<file path="src/rtl/example_expander.sv">
// example_expander: registered 4-bit code expander.
// Samples data_in on every rising clk edge. data_out is a registered status word:
//   [31:28] current code, [27:24] previous code, [23:8] one-hot decode of the
//   current code, [7:0] count of edges that sampled a changed code.
// Optional build macro EXAMPLE_EXPANDER_PARITY_EN: data_out[7] carries the parity
// of the current code, and the counter shrinks to 7 bits in data_out[6:0].
module example_expander (
  input  logic        clk,
  input  logic        rst,
  input  logic [3:0]  data_in,
  output logic [31:0] data_out
);

`ifdef EXAMPLE_EXPANDER_PARITY_EN
  localparam int CNT_W = 7;
`else
  localparam int CNT_W = 8;
`endif

  logic [3:0]       code_q, code_d;
  logic [3:0]       prev_q, prev_d;
  logic [CNT_W-1:0] cnt_q,  cnt_d;
  logic [15:0]      onehot;

  // Next state: sample the code, shift the old one, and count only real changes.
  always_comb begin
    code_d = data_in;
    prev_d = code_q;
    cnt_d  = cnt_q;
    if (data_in != code_q) begin
      cnt_d = cnt_q + CNT_W'(1);
    end
  end

  // State registers. Reset leaves every register defined, so data_out carries no X.
  always_ff @(posedge clk or posedge rst) begin
    if (rst) begin
      code_q <= 4'h0;
      prev_q <= 4'h0;
      cnt_q  <= '0;
    end else begin
      code_q <= code_d;
      prev_q <= prev_d;
      cnt_q  <= cnt_d;
    end
  end

  // One-hot decode of the registered code; exactly one bit is ever set.
  always_comb begin
    onehot         = 16'h0000;
    onehot[code_q] = 1'b1;
  end

  // Output packing is pure wiring of register-derived values.
`ifdef EXAMPLE_EXPANDER_PARITY_EN
  assign data_out = {code_q, prev_q, onehot, ^code_q, cnt_q};
`else
  assign data_out = {code_q, prev_q, onehot, cnt_q};
`endif

endmodule

</file>
<file path="config.mk">
export PLATFORM = sky130hd
export DESIGN_NAME = example_expander
export DESIGN_NICKNAME = d
export VERILOG_FILES = /design/src/rtl/example_expander.sv
export SDC_FILE = /design/constraint.sdc
export NUM_CORES = 1
export LEC_CHECK = 0
export ABC_AREA = 1
export CAP_MARGIN = 5
export CORE_AREA = 5 5 54 56
export CTS_CLUSTER_SIZE = 20
export DETAILED_ROUTE_END_ITERATION = 7
export DIE_AREA = 0 0 59 61
export GPL_ROUTABILITY_DRIVEN = 1
export GPL_TIMING_DRIVEN = 0
export PLACE_DENSITY = 0.73
export SETUP_SLACK_MARGIN = 0.02
export SLEW_MARGIN = 40
export SYNTH_ARGS = -nofsm -noshare
export SYNTH_HDL_FRONTEND = slang
export SYNTH_SLANG_ARGS = --single-unit
</file>
<file path="constraint.sdc">
create_clock -name clk -period 1.4 [get_ports clk]
set_input_delay 0.28 -clock clk [delete_from_list [all_inputs] [get_ports clk]]
set_output_delay 0.28 -clock clk [all_outputs]
set_load 0.01 [all_outputs]
</file>
* Word-level counts from Yosys, hierarchy flattened
Index checks and enable logic that the tools add are counted.
** Storage, ports and cells
- Output and inout port bits :: 32
- Bits in latches :: 0
- Input bits :: 6
- Bits in read-only memories :: 0
- Memory bits (writable) :: 0
- Memories kept :: 0
- Bits in registers :: 16
- Word-level logic and storage cells :: 10
** Operators by class
- Bitwise logic cells :: 0
- Order comparisons :: 2
- Divide/modulo/power cells :: 0
- $add $sub $neg :: 1
- Multiplexer cells :: 2
- Equality and inequality tests :: 1
- Shifts and indexed selects :: 0
- Reduce and logical (&&, ||, !) cells :: 1
- Multipliers :: 0
** Operators by type and width (count)
- $add A8 B1 Y8 const B :: 1
- $lt A4 B5 Y1 const B :: 1
- $demux W1 S4 :: 1
- $ge A4 B1 Y1 const B :: 1
- $ne A4 B4 Y1 :: 1
- $logic_and A1 B1 Y1 :: 1
- $mux W1 :: 1

* Longest topological paths before layout
Gate-level depths: netlist of the first run.
- Depth in word-level cells :: 4
- Mapped depth :: 7

* Least setup slack after synthesis of the first run
OpenSTA, ideal clock, no wires.
- Kind :: reg2reg
- Start point :: register cnt_q[0]
- End point :: register cnt_q[6]
- Slack :: 0.246 ns
- Arrival :: 1.038 ns
- Path buffers :: 0
- Required time :: 1.283 ns
- Period minus slack after synthesis :: 1.154 ns
- Cell stages (with the launch flop) :: 7
- Cell sequence :: dfrtp_1 > ha_1 > nand3_1 > o21ai_0 > nand2_1 > nand2_1 > nand2_1
** Between the ends
- Cells in the longest elaborated chain, start to end :: 1
** RTL lines
- start: declaration :: RTL line 22 : logic [CNT_W-1:0] cnt_q, cnt_d;
- start signal: assignment :: RTL line 44 : cnt_q <= cnt_d;
- $add A8 B1 Y8 :: RTL line 31 : cnt_d = cnt_q + CNT_W'(1);
Every way passes these cells.
A chain may end at the register's enable or synchronous reset.

* Worst setup path in the final report of the first run
- Start point :: register code_q[1]
- End point :: output port data_out[10]
** Between the ends
- Cells in the longest elaborated chain, start to end :: 4
** RTL lines
- start: declaration :: RTL line 20 : logic [3:0] code_q, code_d;
- start signal: assignment :: RTL line 42 : code_q <= code_d;
- $lt A4 B5 Y1 (implied by the code) or $ge A4 B1 Y1 (tied branches) :: RTL line 51 : onehot[code_q] = 1'b1;
- $logic_and A1 B1 Y1 (implied by the code) :: RTL line 51
- $mux W1 (implied by the code) :: RTL line 51
- $demux W1 S4 (*) :: RTL line 51
- end: declaration :: RTL line 11 : output logic [31:0] data_out
Every way passes the cells marked *; elsewhere a longest branch is shown, timed or not.

==> impl_metrics.toml, run 1 <==
[outcome]
status = "complete, but fails checks"
violations = "negative setup slack"

[cts]
cts_buffers = 3
cts.clk_slew.worst_paths_ps = 90
cts_tree = "yes"
clock_latency_ps = 280
h-tree-depth = 1
clockBufferDepth = 2
cts-root-buf = "clkbuf_4"
cts_sinks = 16
hold_buffers = 0

[worst_setup_path]
startpoint_type = "flop"
path_class = "reg2out"
path_buf_inv = 2
critical_path.top_delay_family = "flip-flops"
cp_slowest_cell = "dfrtp_2"
r2r_cells = 8
end_kind = "output port"
crit_required_ps = 1120
r2r_start = "code_q[0]"
worst_ep_arrival_time_ps = 1170
max_stage_delay_ps = 480
path_cells = "buf_6 > nand2_4 > nor2_2 > buf_2"
crit_fanout = 6
crit_start = "code_q[1]"
path_depth = 4

[routing]
drcViolationCount = 0
vias = 940
drt-total-wl_mm = 2.27
wl_per_cell_um = 11.2
drtAntennaViolNets = 0
via_per_inst = 4.63
firstDrtPassIters = 4
drtIter0Drc = 9

[final_layout]
area_growth_pct = 61.0
nNetsFinal = 182
utilization_pct = 61.1
drive_gt1_share_pct = 42.2
stdcell_count = 203
antenna_cells = 0
fill_cells = 215

[power_and_ir_drop]
finalPower_mw = 1.72
ir_worst_vdd_uv = 629
powerDensity_nw_per_um2 = 1180
total_leakage_power_nw = 0.808

[place]
port_buffers = 37
dp_cells = 186
gp_congestion = 0.812
place_hpwl_mm = 1.57

[timing]
rsz0062_at_grt = "true"
fin_ws_ps = -48.9
fin_crit_ps = 1450
fin_worst_skew_ps = 6.57
fmax_mhz = 690
report.final.slew_viol_count = 0
worst_slew_pin_slew_ps = 591
hold_viol = 0
relSlewSlack_pct = 60.5
worst_hold_slack_ps = 357
fin_crit_sh_pct = 103
setup_viol = 14

[synth]
yosysSeqAreaShare_pct = 44.2
yosys.area.top_type_share_pct = 44.2
avgSynthCellArea_sq_um = 7.61
synth.cell_area_sq_um = 906
synth-seq-cells = 16
yosys-top-cells-count = "41 x nand2_1, 19 x nor2_1, 16 x dfrtp_1"
syn-instance-count = 119
synth_most_common_cell = "nand2_1"
async_flop_share_pct = 100
synth_ff_type = "dfrtp_1"
netlist.top_cell.by_area = "dfrtp_1"
synth_nets = 126
ys_warn_count = 0
netlist_top_cells_area = "dfrtp_1 44%, nand2_1 17%, nor2_1 7.9%"
synth-edff-count = 0
synth_cell_types = 14

[die]
die_x_um = 59
initial_utilization_pct = 37.9
ioPinCount = 38
core-area_sq_um = 2390
die_area_sq_um = 3600
fp.dieH_um = 61
rows = 18

[global_routing]
grt_pass1_wl_mm = 3.71
antenna_found_initial = 0
grt_max_degree = 17
track_usage_pct = 13.7
grt_pass1_vias = 855
overflow = 0

[flow_run]
max_cap_viol_count = 0

[worst_hold_path]
hp-class = "in2async"
[path summary, 6_finish.rpt]
kind | to | slack [ps]
worst max register to register | cnt_q[5] | 100
worst min-delay path | prev_q[1] | 360
min in group clk | code_q[3] | 490
worst max-delay path | data_out[10] | -50
worst min register to register | prev_q[0] | 500
max in group asynchronous | cnt_q[2] | 620
[cell usage in the layout (no fill, tap or decap), drive strengths merged]
cell type	n
ha	1
buf	30
dfrtp	16
nand2	50
o21ai	1
nor2	22
clkbuf	3
nand3b	1
nand3	10
clkdlybuf4s50	5
inv	15
dlygate4sd2	16
xor2	3
[area by class of cell]
type	instances	area, sq um	share of cell area [%]
well taps	30	37.5	2.57
repair buffers	51	395	27.1
flip-flops and latches	16	408	28.0
multi-input cells	88	532	36.4
inverters	15	63.8	4.37
clock buffers	3	22.5	1.54
[metrics by stage]
stage               setup TNS, ps  setup slack, ps  instance area, sq um
finish                       -380            -48.9                  1460
floorplan                       0              246                   906
detailed placement          -3680             -207                  1310
global route                -1370             -108                  1460
CTS                          -285            -40.0                  1360
global placement            -3610             -207                  1310
[layer usage]
layer / vias up / share of wire [%] / routed length (um) / track usage (%)
met2: 34 / 45 / 1030 / 22.9
met5: - / 0 / 0 / 0
met4: 0 / 0.66 / 15 / 6.80
met1: 431 / 44 / 992 / 15.7
met3: 2 / 10 / 228 / 4.47
li1: 473 / - / - / -
[cells by family (layout without fill, tap and decap cells)]
family / after synthesis / count (layout) / synth area share, %
and+or+nand+nor: 83 / 83 / 44.8
DFF: 16 / 16 / 44.2
buffers and inverters: 15 / 69 / 6.22
xor gates and xnor gates: 3 / 3 / 2.90
adders and majority gates: 1 / 1 / 1.38
AOI/OAI and AO/OA: 1 / 1 / 0.552
[flip-flops by register name, indices dropped and copies added, names as in the netlist]
signal  flops
cnt_q       8
code_q      4
prev_q      4
[power by group]
part / switching, mW / total, mW / internal, mW
registers: 0.0892 / 0.666 / 0.576
logic: 0.444 / 0.826 / 0.382
clock network: 0.131 / 0.230 / 0.0996
[timing repair]
| item | 4_1_cts | 5_1_grt |
|---|---|---|
| pin swaps | 2 | 10 |
| endpoints found under the setup margin | 32 | 16 |
| buffers inserted | 12 | 2 |
| gates cloned | 0 | 0 |
| gates resized for setup | 98 | 23 |
Power figures use the tool's default switching activity.
==> run 2: changes to the inputs <==
Settings changed: CTS_BUF_LIST set to sky130_fd_sc_hd__clkbuf_16.
==> run 2 against run 1 <==
Against the previous run: the run now ends clean; clock-buffer cell count is the same; die area is the same; sequential power grew 7.7%; cell area grew 1.5%; critical path depth is the same; cell count shrank 2.0%; hold slack gained 48 ps; flip-flop and latch count is the same; non-clock buffer count shrank 4; fmax grew 3.8%; clock skew shrank 5.7 ps.
==> impl_metrics.toml, run 2 (synthesis results as in run 1) <==
[global_routing]
antenna_found_initial = 0
grt_pass1_vias = 825
grt_max_degree = 17
track_usage_pct = 13.6
overflow = 0
grt_pass1_wl_mm = 3.60

[timing]
report.final.slew_viol_count = 0
fin_crit_ps = 1400
setup_viol = 0
relSlewSlack_pct = 60.4
rsz0062_at_grt = "true"
hold_viol = 0
fmax_mhz = 716
fin_crit_sh_pct = 99.7
fin_worst_skew_ps = 0.855
fin_ws_ps = 3.95
worst_slew_pin_slew_ps = 594
worst_hold_slack_ps = 404

[final_layout]
nNetsFinal = 178
mostFrequentLayoutCells = "33 x nand2_1, 15 x buf_2, 12 x dlygate4sd2_1"
design_area_sq_um = 1480
layout_commonest_cell = "nand2_1"
antenna_cells = 0
area_growth_pct = 63.5
reg_top3 = "cnt_q: 8 flops, code_q: 4 flops, prev_q: 4 flops"
largest_reg_flops = 8
drive_gt1_share_pct = 41.4
top_register = "cnt_q"

[cts]
cts_sinks = 16
h-tree-depth = 1
cts_tree = "yes"
cts-root-buf = "clkbuf_16"
cts_buffers = 3
clock_latency_ps = 240
clockBufferDepth = 2
hold_buffers = 0
cts.clk_slew.worst_paths_ps = 50

[routing]
via_per_inst = 4.56
wl_per_cell_um = 11.1
firstDrtPassIters = 4
drtIter0Drc = 19
drt-total-wl_mm = 2.20
drcViolationCount = 0
vias = 908
drtAntennaViolNets = 0

[flow_run]
max_cap_viol_count = 0

[worst_setup_path]
r2r_start = "code_q[1]"
crit_required_ps = 1120
crit_fanout = 5
worstReg2RegEnd = "cnt_q[6]"
worst_ep_arrival_time_ps = 1120
startpoint_type = "flop"
path_class = "reg2out"
r2r_cells = 8
end_kind = "output port"
r2r_slack_ps = 120

[die]
rows = 18
die_x_um = 59
die_area_sq_um = 3600
ioPinCount = 38
fp.dieH_um = 61
initial_utilization_pct = 37.9
core-area_sq_um = 2390

[place]
postPlaceCellArea_sq_um = 1310
gp_congestion = 0.812
place_hpwl_mm = 1.57
place_ws_ps = -207
port_buffers = 37

[power_and_ir_drop]
finalPower_mw = 1.94
total_leakage_power_nw = 0.830
powerDensity_nw_per_um2 = 1310
ir_worst_vdd_uv = 793

[worst_hold_path]
hp-class = "in2async"

[outcome]
status = "complete, no violations"
==> run 2: changes by cell type in the layout (fill, tap and decap cells not counted), sizes merged <==
cell          previous run  this run
buf                     30        27
dlygate4sd2             16        12
dlymetal6s2s             0         3
==> run 2: critical path: stages, from the launching register on <==
cell and delay [ps]:
dfrtp_2 460, inv_4 100, nand2_4 70, nor2_1 100, buf_2 140
==> run 2: final cells by class <==
cell class | count | area (sq um)
inverters | 15 | 66.3
well taps | 30 | 37.5
clock buffers | 3 | 75.1
multi-input cells | 88 | 522
repair buffers | 47 | 373
flip-flops and latches | 16 | 408
fillers | 208 | 906
==> run 2: metrics by stage <==
step	TNS, ps	std cells	utilization, %
6_report	0	199	62.1
5_1_grt	-541	199	62.1
4_1_cts	0	195	57.5
2_1_floorplan	0	119	-
3_3_place_gp	-3610	186	55.0
3_5_place_dp	-3680	186	55.0
==> run 2: worst max path at each step <==
stage	depth (start not counted)	start	endpoint
CTS	4	code_q[3]	data_out[12]
finish	4	code_q[3]	data_out[13]
detailed placement	4	code_q[0]	data_out[18]
global route	4	code_q[3]	data_out[12]
global placement	4	code_q[0]	data_out[18]
floorplan	6	cnt_q[0]	cnt_q[6]
==> run 2: power by group <==
| part | total (mW) | internal [mW] | switching, mW |
|---|---|---|---|
| Sequential | 0.717 | 0.580 | 0.137 |
| Combinational | 0.686 | 0.314 | 0.372 |
| Clock | 0.534 | 0.373 | 0.160 |
==> run 2: layer usage <==
| metal | up-vias | global-route usage (%) | part of all wire (%) |
|---|---|---|---|
| li1 | 460 | - | - |
| met1 | 406 | 15.4 | 42 |
| met2 | 37 | 21.5 | 45 |
| met3 | 5 | 5.11 | 11 |
| met4 | 0 | 8.74 | 2.4 |
| met5 | - | 0 | 0 |
==> run 2: repair_timing <==
item                       4_1_cts  5_1_grt
pin swaps                        1        7
buffers inserted                 6        4
resized for setup               95       26
setup endpoints to repair       29       18
==> run 3: changes to the inputs <==
Settings changed: CORE_AREA 5 5 54 56 to 5 5 50 52, CTS_BUF_LIST sky130_fd_sc_hd__clkbuf_16 to sky130_fd_sc_hd__clkbuf_4, DIE_AREA 0 0 59 61 to 0 0 55 57, PLACE_DENSITY 0.73 to 0.85.
Clock period 1.4 ns to 1.8 ns, I/O delays scaled along.
==> run 3 against run 2 <==
Against the previous run: combinational power down 19%; critical path type unchanged; sequential power down 22%; cell area decreased by 6.7%.
==> impl_metrics.toml, run 3 (synthesis results as in run 1) <==
[cts]
cts.clk_slew.worst_paths_ps = 90
h-tree-depth = 1
cts_tree = "yes"
clockBufferDepth = 2
cts_sinks = 16
cts-root-buf = "clkbuf_4"
cts_buffers = 3
clock_latency_ps = 270

[power_and_ir_drop]
total_leakage_power_nw = 0.751
powerDensity_nw_per_um2 = 937
ir_worst_vdd_uv = 423
finalPower_mw = 1.30

[final_layout]
mostFrequentLayoutCells = "40 x nand2_1, 19 x nor2_1, 19 x clkdlybuf4s50_1, 16 x dfrtp_1, 12 x inv_1"
antenna_cells = 0
drive_gt1_share_pct = 17.3
stdcell_count = 196
reg_top3 = "cnt_q: 8 flops, code_q: 4 flops, prev_q: 4 flops"
nNetsFinal = 176
top_register = "cnt_q"
largest_reg_flops = 8
layout_commonest_cell = "nand2_1"
area_growth_pct = 52.6
utilization_pct = 67.0

[place]
gp_congestion = 0.846
port_buffers = 37
dp_cells = 184
place_hpwl_mm = 1.72

[global_routing]
overflow = 0
antenna_found_initial = 0
track_usage_pct = 16.8
grt_pass1_wl_mm = 4.06
grt_pass1_vias = 975
grt_max_degree = 17

[timing]
fin_crit_sh_pct = 94.9
rsz0062_at_grt = "false"
fmax_mhz = 586
relSlewSlack_pct = 60.9
worst_hold_slack_ps = 440
tns_ps = 0
fin_crit_ps = 1710
setup_viol = 0
hold_viol = 0
report.final.slew_viol_count = 0
worst_slew_pin_slew_ps = 586
fin_worst_skew_ps = 3.91

[routing]
via_per_inst = 4.57
wl_per_cell_um = 11.1
drtAntennaViolNets = 0
drtIter0Drc = 8
firstDrtPassIters = 4
vias = 896
drt-total-wl_mm = 2.17
drcViolationCount = 0

[worst_setup_path]
startpoint_type = "flop"
crit_required_ps = 1440
r2r_cells = 7
worstReg2RegEnd = "cnt_q[2]"
crit_fanout = 4
path_class = "reg2out"
worst_ep_arrival_time_ps = 1350
r2r_slack_ps = 530
end_kind = "output port"
r2r_start = "code_q[1]"

[worst_hold_path]
hp-class = "in2async"

[die]
initial_utilization_pct = 43.9
die_x_um = 55
fp.dieH_um = 57
ioPinCount = 38
core-area_sq_um = 2060
die_area_sq_um = 3140
rows = 17

[flow_run]
max_cap_viol_count = 0

[outcome]
status = "complete, no violations"
[run 3: cell types whose count changed in the layout (fill, tap and decap cells not counted), moves of 4 or more]
cell | previous run | this run
dfrtp_1 | 10 | 16
buf_2 | 15 | 0
clkdlybuf4s50_1 | 5 | 19
inv_4 | 4 | 0
nand2_4 | 9 | 4
nor2_2 | 9 | 1
buf_6 | 4 | 0
nand2_1 | 33 | 40
clkdlybuf4s15_1 | 0 | 5
nor2_1 | 10 | 19
dfrtp_2 | 6 | 0
[run 3: timing repair]
action	in CTS	in global routing
endpoints found under the setup margin	16	7
setup buffers	8	0
hold buffers	0	0
resized for setup	18	8
[run 3: metrics by stage]
step                      worst slack (ps)  instance area, sq um
after CTS                             80.2                  1380
after detailed placement              90.0                  1310
after global placement                 142                  1310
after floorplan                        609                   906
final                                 92.7                  1380
after global routing                  24.7                  1380
[run 3: worst max-delay path by stage]
stage	start	to	slack (ps)	cells after the start
2_1_floorplan	code_q[0]	data_out[10]	610	3
3_3_place_gp	code_q[0]	data_out[10]	140	4
3_5_place_dp	code_q[0]	data_out[12]	90	4
4_1_cts	code_q[0]	data_out[28]	80	2
5_1_grt	code_q[0]	data_out[12]	20	4
6_report	code_q[3]	data_out[31]	90	2
[run 3: worst max-delay path: stages (launching register included)]
cell             delay [ps]
dfrtp_1                 410
buf_4                   140
clkdlybuf4s50_1         530
[run 3: final cells by class]
| cell class | instances | area (sq um) |
|---|---|---|
| Clock buffer | 3 | 22.5 |
| Clock inverter | 1 | 3.75 |
| Fill cell | 189 | 681 |
| Inverter | 15 | 56.3 |
| Multi-Input combinational cell | 88 | 452 |
| Sequential cell | 16 | 400 |
| Tap cell | 28 | 35.0 |
| Timing Repair Buffer | 45 | 413 |
[run 3: report_power, final]
group          internal (mW)  switching [mW]  total, mW
clock network         0.0801           0.102      0.182
logic                  0.280           0.276      0.556
registers              0.443           0.115      0.558
[run 3: per-layer routing]
metal | global-route usage, % | up-vias | wire length, um
li1 | - | 455 | -
met4 | 4.86 | 0 | 7
met2 | 27.7 | 33 | 1110
met5 | 0 | - | 0
met1 | 19.7 | 406 | 836
met3 | 6.53 | 2 | 217
